`src/rtl/spi_flash_target.sv`:
```
// Read-only SPI flash target (mode 0): READ 0x03, JEDEC ID 0x9F, and FAST READ 0x0B
// when SPI_FLASH_TARGET_FAST_READ_EN is defined. Handshake: mem_rstrb is a 1-clk read request; mem_rdata is consumed exactly 1 clk later.
module spi_flash_target #(
    parameter logic [23:0] JEDEC_ID = 24'hEF4016
) (
    input  logic        clk,
    input  logic        reset,
    input  logic        spi_clk,
    input  logic        spi_cs_n,
    input  logic        spi_mosi,
    output logic        spi_miso,
    output logic        spi_miso_oe,
    output logic [23:0] mem_addr,
    output logic        mem_rstrb,
    input  logic [7:0]  mem_rdata,
    output logic        busy
);

    typedef enum logic [2:0] {IDLE, CMD, ADDR, DUMMY, DATA, JEDEC, IGNORE} state_t;

    logic [1:0]  sclk_s, cs_s, mosi_s;
    logic        sclk_d;
    logic [1:0]  settle;
    logic        armed;
    state_t      state;
    logic [4:0]  bit_cnt;
    logic [2:0]  out_cnt;
    logic [22:0] shift_in;
    logic [6:0]  shift_out;
    logic [7:0]  next_byte;
    logic [1:0]  jedec_idx;
    logic        rd_pending;
    logic        miso_q, oe_q, rstrb_q;
    logic [23:0] addr_q;
`ifdef SPI_FLASH_TARGET_FAST_READ_EN
    logic        fast;
`endif

    logic sck_rise, sck_fall, cs_high, mosi_bit;
    logic [7:0] jedec_byte, load_byte;

    assign sck_rise = sclk_s[1] & ~sclk_d;
    assign sck_fall = ~sclk_s[1] & sclk_d;
    assign cs_high  = cs_s[1];
    assign mosi_bit = mosi_s[1];

    always_comb begin
        jedec_byte = 8'h00;
        case (jedec_idx)
            2'd0:    jedec_byte = JEDEC_ID[23:16];
            2'd1:    jedec_byte = JEDEC_ID[15:8];
            2'd2:    jedec_byte = JEDEC_ID[7:0];
            default: jedec_byte = 8'h00;
        endcase
        load_byte = (state == DATA) ? next_byte : jedec_byte;
    end

    always_ff @(posedge clk or posedge reset) begin
        if (reset) begin
            sclk_s <= 2'b00;
            cs_s   <= 2'b11;
            mosi_s <= 2'b00;
            sclk_d <= 1'b0;
        end else begin
            sclk_s <= {sclk_s[0], spi_clk};
            cs_s   <= {cs_s[0], spi_cs_n};
            mosi_s <= {mosi_s[0], spi_mosi};
            sclk_d <= sclk_s[1];
        end
    end

    // A transfer may only start after CS_N has been seen high once the
    // synchronizer has flushed its reset value; a CS_N held low across reset is not a new select.
    always_ff @(posedge clk or posedge reset) begin
        if (reset) begin
            settle <= 2'b00;
            armed  <= 1'b0;
        end else begin
            settle <= {settle[0], 1'b1};
            armed  <= armed | (settle[1] & cs_s[1]);
        end
    end

    always_ff @(posedge clk or posedge reset) begin
        if (reset) begin
            state      <= IDLE;
            bit_cnt    <= '0;
            out_cnt    <= '0;
            shift_in   <= '0;
            shift_out  <= '0;
            next_byte  <= '0;
            jedec_idx  <= '0;
            rd_pending <= 1'b0;
            miso_q     <= 1'b0;
            oe_q       <= 1'b0;
            rstrb_q    <= 1'b0;
            addr_q     <= '0;
`ifdef SPI_FLASH_TARGET_FAST_READ_EN
            fast       <= 1'b0;
`endif
        end else begin
            rstrb_q    <= 1'b0;
            rd_pending <= rstrb_q;
            if (cs_high) begin
                state      <= IDLE;
                bit_cnt    <= '0;
                out_cnt    <= '0;
                jedec_idx  <= '0;
                rd_pending <= 1'b0;
                miso_q     <= 1'b0;
                oe_q       <= 1'b0;
            end else begin
                case (state)
                    IDLE: begin
                        bit_cnt <= '0;
                        if (armed) state <= CMD;
                    end
                    CMD: if (sck_rise) begin
                        shift_in <= {shift_in[21:0], mosi_bit};
                        bit_cnt  <= bit_cnt + 5'd1;
                        if (bit_cnt == 5'd7) begin
                            bit_cnt <= '0;
                            out_cnt <= '0;
                            case ({shift_in[6:0], mosi_bit})
                                8'h03: begin
                                    state <= ADDR;
`ifdef SPI_FLASH_TARGET_FAST_READ_EN
                                    fast  <= 1'b0;
`endif
                                end
                                8'h9F: begin
                                    state     <= JEDEC;
                                    oe_q      <= 1'b1;
                                    jedec_idx <= '0;
                                end
`ifdef SPI_FLASH_TARGET_FAST_READ_EN
                                8'h0B: begin
                                    state <= ADDR;
                                    fast  <= 1'b1;
                                end
`endif
                                default: state <= IGNORE;
                            endcase
                        end
                    end
                    ADDR, DUMMY: begin
                        if (sck_rise) begin
                            shift_in <= {shift_in[21:0], mosi_bit};
                            bit_cnt  <= bit_cnt + 5'd1;
                            if (state == ADDR && bit_cnt == 5'd23) begin
                                addr_q  <= {shift_in[22:0], mosi_bit};
                                bit_cnt <= '0;
`ifdef SPI_FLASH_TARGET_FAST_READ_EN
                                if (fast) state <= DUMMY;
                                else rstrb_q <= 1'b1;
`else
                                rstrb_q <= 1'b1;
`endif
                            end
                            if (state == DUMMY && bit_cnt == 5'd7) begin
                                rstrb_q <= 1'b1;
                                bit_cnt <= '0;
                            end
                        end
                        // First byte has arrived: park it until the next SCK fall shifts it out.
                        if (rd_pending) begin
                            next_byte <= mem_rdata;
                            state     <= DATA;
                            oe_q      <= 1'b1;
                            out_cnt   <= '0;
                        end
                    end
                    DATA, JEDEC: begin
                        if (state == DATA && rd_pending) next_byte <= mem_rdata;
                        if (sck_fall) begin
                            out_cnt <= out_cnt + 3'd1;
                            if (out_cnt == 3'd0) begin
                                miso_q    <= load_byte[7];
                                shift_out <= load_byte[6:0];
                                if (state == DATA) begin
                                    addr_q  <= addr_q + 24'd1;
                                    rstrb_q <= 1'b1;
                                end else if (jedec_idx != 2'd3) begin
                                    jedec_idx <= jedec_idx + 2'd1;
                                end
                            end else begin
                                miso_q    <= shift_out[6];
                                shift_out <= {shift_out[5:0], 1'b0};
                            end
                        end
                    end
                    default: ;
                endcase
            end
        end
    end

    assign spi_miso    = miso_q;
    assign spi_miso_oe = oe_q;
    assign mem_addr    = addr_q;
    assign mem_rstrb   = rstrb_q;
    assign busy        = ~cs_s[1];

endmodule

```
`config.mk`:
```
export PLATFORM = sky130hd
export DESIGN_NAME = spi_flash_target
export DESIGN_NICKNAME = d
export VERILOG_FILES = /design/src/rtl/spi_flash_target.sv
export SDC_FILE = /design/constraint.sdc
export NUM_CORES = 1
export LEC_CHECK = 0
export CAP_MARGIN = 20
export CORE_MARGIN = 2
export CORE_UTILIZATION = 54
export CTS_CLUSTER_DIAMETER = 40
export DETAILED_ROUTE_END_ITERATION = 16
export PLACE_DENSITY_LB_ADDON = 0.12
export SLEW_MARGIN = 30
export SYNTH_ARGS = -nofsm -noshare
export SYNTH_HDL_FRONTEND = slang
export SYNTH_SLANG_ARGS = --single-unit
export TNS_END_PERCENT = 5
```
`constraint.sdc`:
```
create_clock -name clk -period 7.7 [get_ports clk]
set_input_delay 1.54 -clock clk [delete_from_list [all_inputs] [get_ports clk]]
set_output_delay 1.54 -clock clk [all_outputs]
set_load 0.05 [all_outputs]
```
==> impl_metrics.tcl <==
set metrics [dict create \
    swShare 0.398 \
    wl_per_cell_um 16.3 \
    dr_total_vias 3439 \
    ys_ff_latch 89 \
    outcome "completed" \
    fin_worst_skew_ps 10.1 \
    dp_hpwl_um 6320 \
    fp.dieH_um 95.8 \
    final_nets 492 \
    fillCellCount 680 \
    p_leak_uw 0.00220 \
    grt_max_degree 67 \
    syn_inst 441 \
    core_mm2 0.00818 \
    grt_first_pass_wirelength_um 16200 \
    clock-sinks 89 \
    portBuffers 40 \
    numCtsBuffers 9 \
    diodes 0 \
    dieWidth_um 95.8 \
    setup_violations 0 \
    ys_seq_area_frac 0.491 \
    insertion_delay_ps 350 \
    hold_buffers 0 \
    worst_slew_pin_slew_ps 822 \
    synth.avg_cell_area_um2 10.3 \
    initial_utilization 0.556 \
    synthDistinctLibCells 67 \
    startpoint_type "flop" \
    clockPowerShare 0.217 \
    syn_nets 462 \
    fin_hold_ws_ps 353 \
    clk_path_buf_depth 2 \
    path_cells "clkinv_1, clkdlybuf4s50_1" \
    drt-initial-drc-count 156 \
    finalSetupTns_ps 0 \
    cp_slowest_cell "clkdlybuf4s50_1" \
    area_delta_synth_final_pct 14.0 \
    p_comb_frac 0.347 \
    grt_pass1_vias 3393 \
    power.density_mw_per_mm2 283 \
    async_reset_ff_frac 1.00 \
    drc 0 \
    via_per_inst 5.92 \
    hold_path.class "flop to flop" \
    antenna_left 0 \
    slowest_delay_ps 790 \
    crit_fanout 15 \
    cp_data_arrival_time_ps 2160 \
    yosysWarningCount 0 \
    cts_tree "built" \
    first_pass_iters 4 \
    p_seq_frac 0.436 \
    wirelength_um 9460 \
    root_buffer "clkbuf_8" \
    layout-drive-gt1-share 0.187 \
    die_area_mm2 0.00917 \
    rows 33 \
    pre_cts_slack_ps 4400 \
    internal-power_uw 882 \
    antenna_found_initial 0 \
    pin_count 41 \
    track_usage 0.225 \
    synth-main-ff-cell "dfrtp_1" \
    period_needed_ps 3700 \
    htreeDepth 3 \
    globalplace.congestion 0.818 \
    critPathKind "flop to output port" \
    slew_headroom 0.452 \
    maxCapViolCount 0 \
    synth_edf_count 0 \
    slew_violations 0 \
    grt-ovfl-total 0 \
    cts_resized 0 \
    fin_crit_sh 0.480 \
    cts_setup_buffers 0 \
    vdd_drop_max_uv 215 \
    setup_slack_ps 4000 \
    hold_viol 0 \
    path_clk_slew_ps 90 \
    syn-cell-area_mm2 0.00455 \
    required_ps 6160 \
    max_freq_ghz 0.270 \
    switching_power_uw 583 \
    rsz0062_at_grt "no" \
    critPathCaptureType "output port" \
    finalCoreUtilization 0.634 \
]
[cell type report]
cell class | instances | area, um2 | area share
timing repair buffer | 45 | 442 | 0.0852
multi-input combinational | 315 | 2140 | 0.413
inverter | 11 | 42.5 | 0.00821
sequential | 89 | 2230 | 0.430
clock buffer | 11 | 141 | 0.0273
tap | 105 | 131 | 0.0254
clock inverter | 5 | 55.1 | 0.0106
[synthesized netlist by cell type, types with 2 or more instances]
| library cell | number | share of area |
|---|---|---|
| dfrtp_1 | 87 | 0.48 |
| nand2_1 | 41 | 0.034 |
| a21oi_1 | 34 | 0.037 |
| o21ai_0 | 34 | 0.037 |
| mux2_2 | 31 | 0.077 |
| nor2_1 | 22 | 0.018 |
| clkbuf_1 | 14 | 0.012 |
| nand3_1 | 14 | 0.015 |
| a21oi_2 | 13 | 0.025 |
| inv_1 | 10 | 0.0083 |
| ha_1 | 8 | 0.022 |
| nand2b_1 | 8 | 0.011 |
| o22ai_1 | 8 | 0.011 |
| buf_2 | 7 | 0.0077 |
| nand4_1 | 7 | 0.0096 |
| a21o_1 | 5 | 0.0083 |
| a31o_2 | 5 | 0.0096 |
| nor4_1 | 5 | 0.0069 |
| o21ai_1 | 5 | 0.0055 |
| and3_1 | 4 | 0.0055 |
| nand3b_1 | 4 | 0.0066 |
| nor2b_1 | 4 | 0.0055 |
| nor3_1 | 4 | 0.0044 |
| o31ai_1 | 4 | 0.0066 |
| a211o_1 | 3 | 0.0058 |
| a22o_1 | 3 | 0.0058 |
| nand4b_1 | 3 | 0.0058 |
| o311a_1 | 3 | 0.0066 |
| or2_2 | 3 | 0.0041 |
| a211oi_1 | 2 | 0.0033 |
| a22oi_1 | 2 | 0.0033 |
| a31oi_1 | 2 | 0.0028 |
| buf_6 | 2 | 0.0050 |
| dfstp_2 | 2 | 0.012 |
| mux2i_1 | 2 | 0.0044 |
| nor4_4 | 2 | 0.0094 |
| o21a_1 | 2 | 0.0033 |
| o31a_1 | 2 | 0.0039 |
| or3_1 | 2 | 0.0028 |
[state kept, by name, indices dropped and copies added, names as in the netlist, 2 cells and up]
| name | flops |
|---|---|
| state | 3 |
| out_cnt | 3 |
| cs_s | 2 |
| next_byte | 8 |
| shift_out | 7 |
| shift_in | 23 |
| settle | 2 |
| mosi_s | 2 |
| jedec_idx | 2 |
| sclk_s | 2 |
| mem_addr | 24 |
| bit_cnt | 5 |
[path summary, 6_finish.rpt]
kind                                start      endpoint  slack, ps  depth (start not counted)
worst max-delay path              cs_s[1]          busy       4000                          2
max in group asynchronous           reset   mem_addr[6]       5060                          3
worst min-delay path            mosi_s[0]     mosi_s[1]        350                          0
worst min register to register  mosi_s[0]     mosi_s[1]        350                          0
worst max register to register   state[2]   mem_addr[0]       5200                          7
min in group asynchronous           reset  next_byte[3]       1490                          2
[power groups by stage]
stage	Combinational [uW]	Clock, uW	Sequential (uW)
final	508	318	639
after global routing	546	347	655
after CTS	511	326	638
after detailed placement	509	0	647
after global placement	499	0	643
after floorplan	217	0	781
[cell usage in the layout, fill, tap and decap left out, types with 8 or more instances in the layout]
cell type,n
o22ai_1,8
a21oi_1,34
nand3_1,14
nand2_1,41
nor2_1,22
dfrtp_1,87
o21ai_0,34
ha_1,8
mux2_2,31
nand2b_1,8
clkdlybuf4s50_1,40
inv_1,9
clkbuf_8,10
a21oi_2,13
[worst max-delay path, delay by kind of cell (launching register included)]
| kind | cells | cell delay [ps] |
|---|---|---|
| buf+inv | 2 | 1090 |
| flops | 1 | 720 |
[layer usage]
| layer | track usage | part of all wire | wire (um) | up-vias |
|---|---|---|---|---|
| met2 | 0.348 | 0.47 | 4410 | 70 |
| li1 | - | - | - | 1665 |
| met4 | 0.0976 | 0.019 | 184 | 0 |
| met3 | 0.0290 | 0.033 | 308 | 18 |
| met5 | 0 | 0 | 0 | - |
| met1 | 0.319 | 0.48 | 4560 | 1686 |
[cell families (layout without fill, tap and decap cells)]
logic type | count (synthesis) | count (layout) | share of synthesized area
AO/OA/AOI/OAI | 137 | 137 | 0.198
adder cells (fa/ha/maj) | 8 | 8 | 0.0220
AND/OR/NAND/NOR | 135 | 135 | 0.166
buffers and inverters | 37 | 72 | 0.0391
XOR/XNOR | 1 | 1 | 0.00193
flip-flops | 89 | 89 | 0.491
other | 1 | 1 | 0.000825
multiplexers | 33 | 33 | 0.0812
[through the flow]
step                      power, uW  instances  instance area (um2)
after floorplan                 997        441                 4550
after global placement         1140        564                 4970
after detailed placement       1160        565                 4990
after CTS                      1480        581                 5180
after global routing           1550        581                 5180
final                          1460        581                 5180
(Power assumes the default switching activity.)
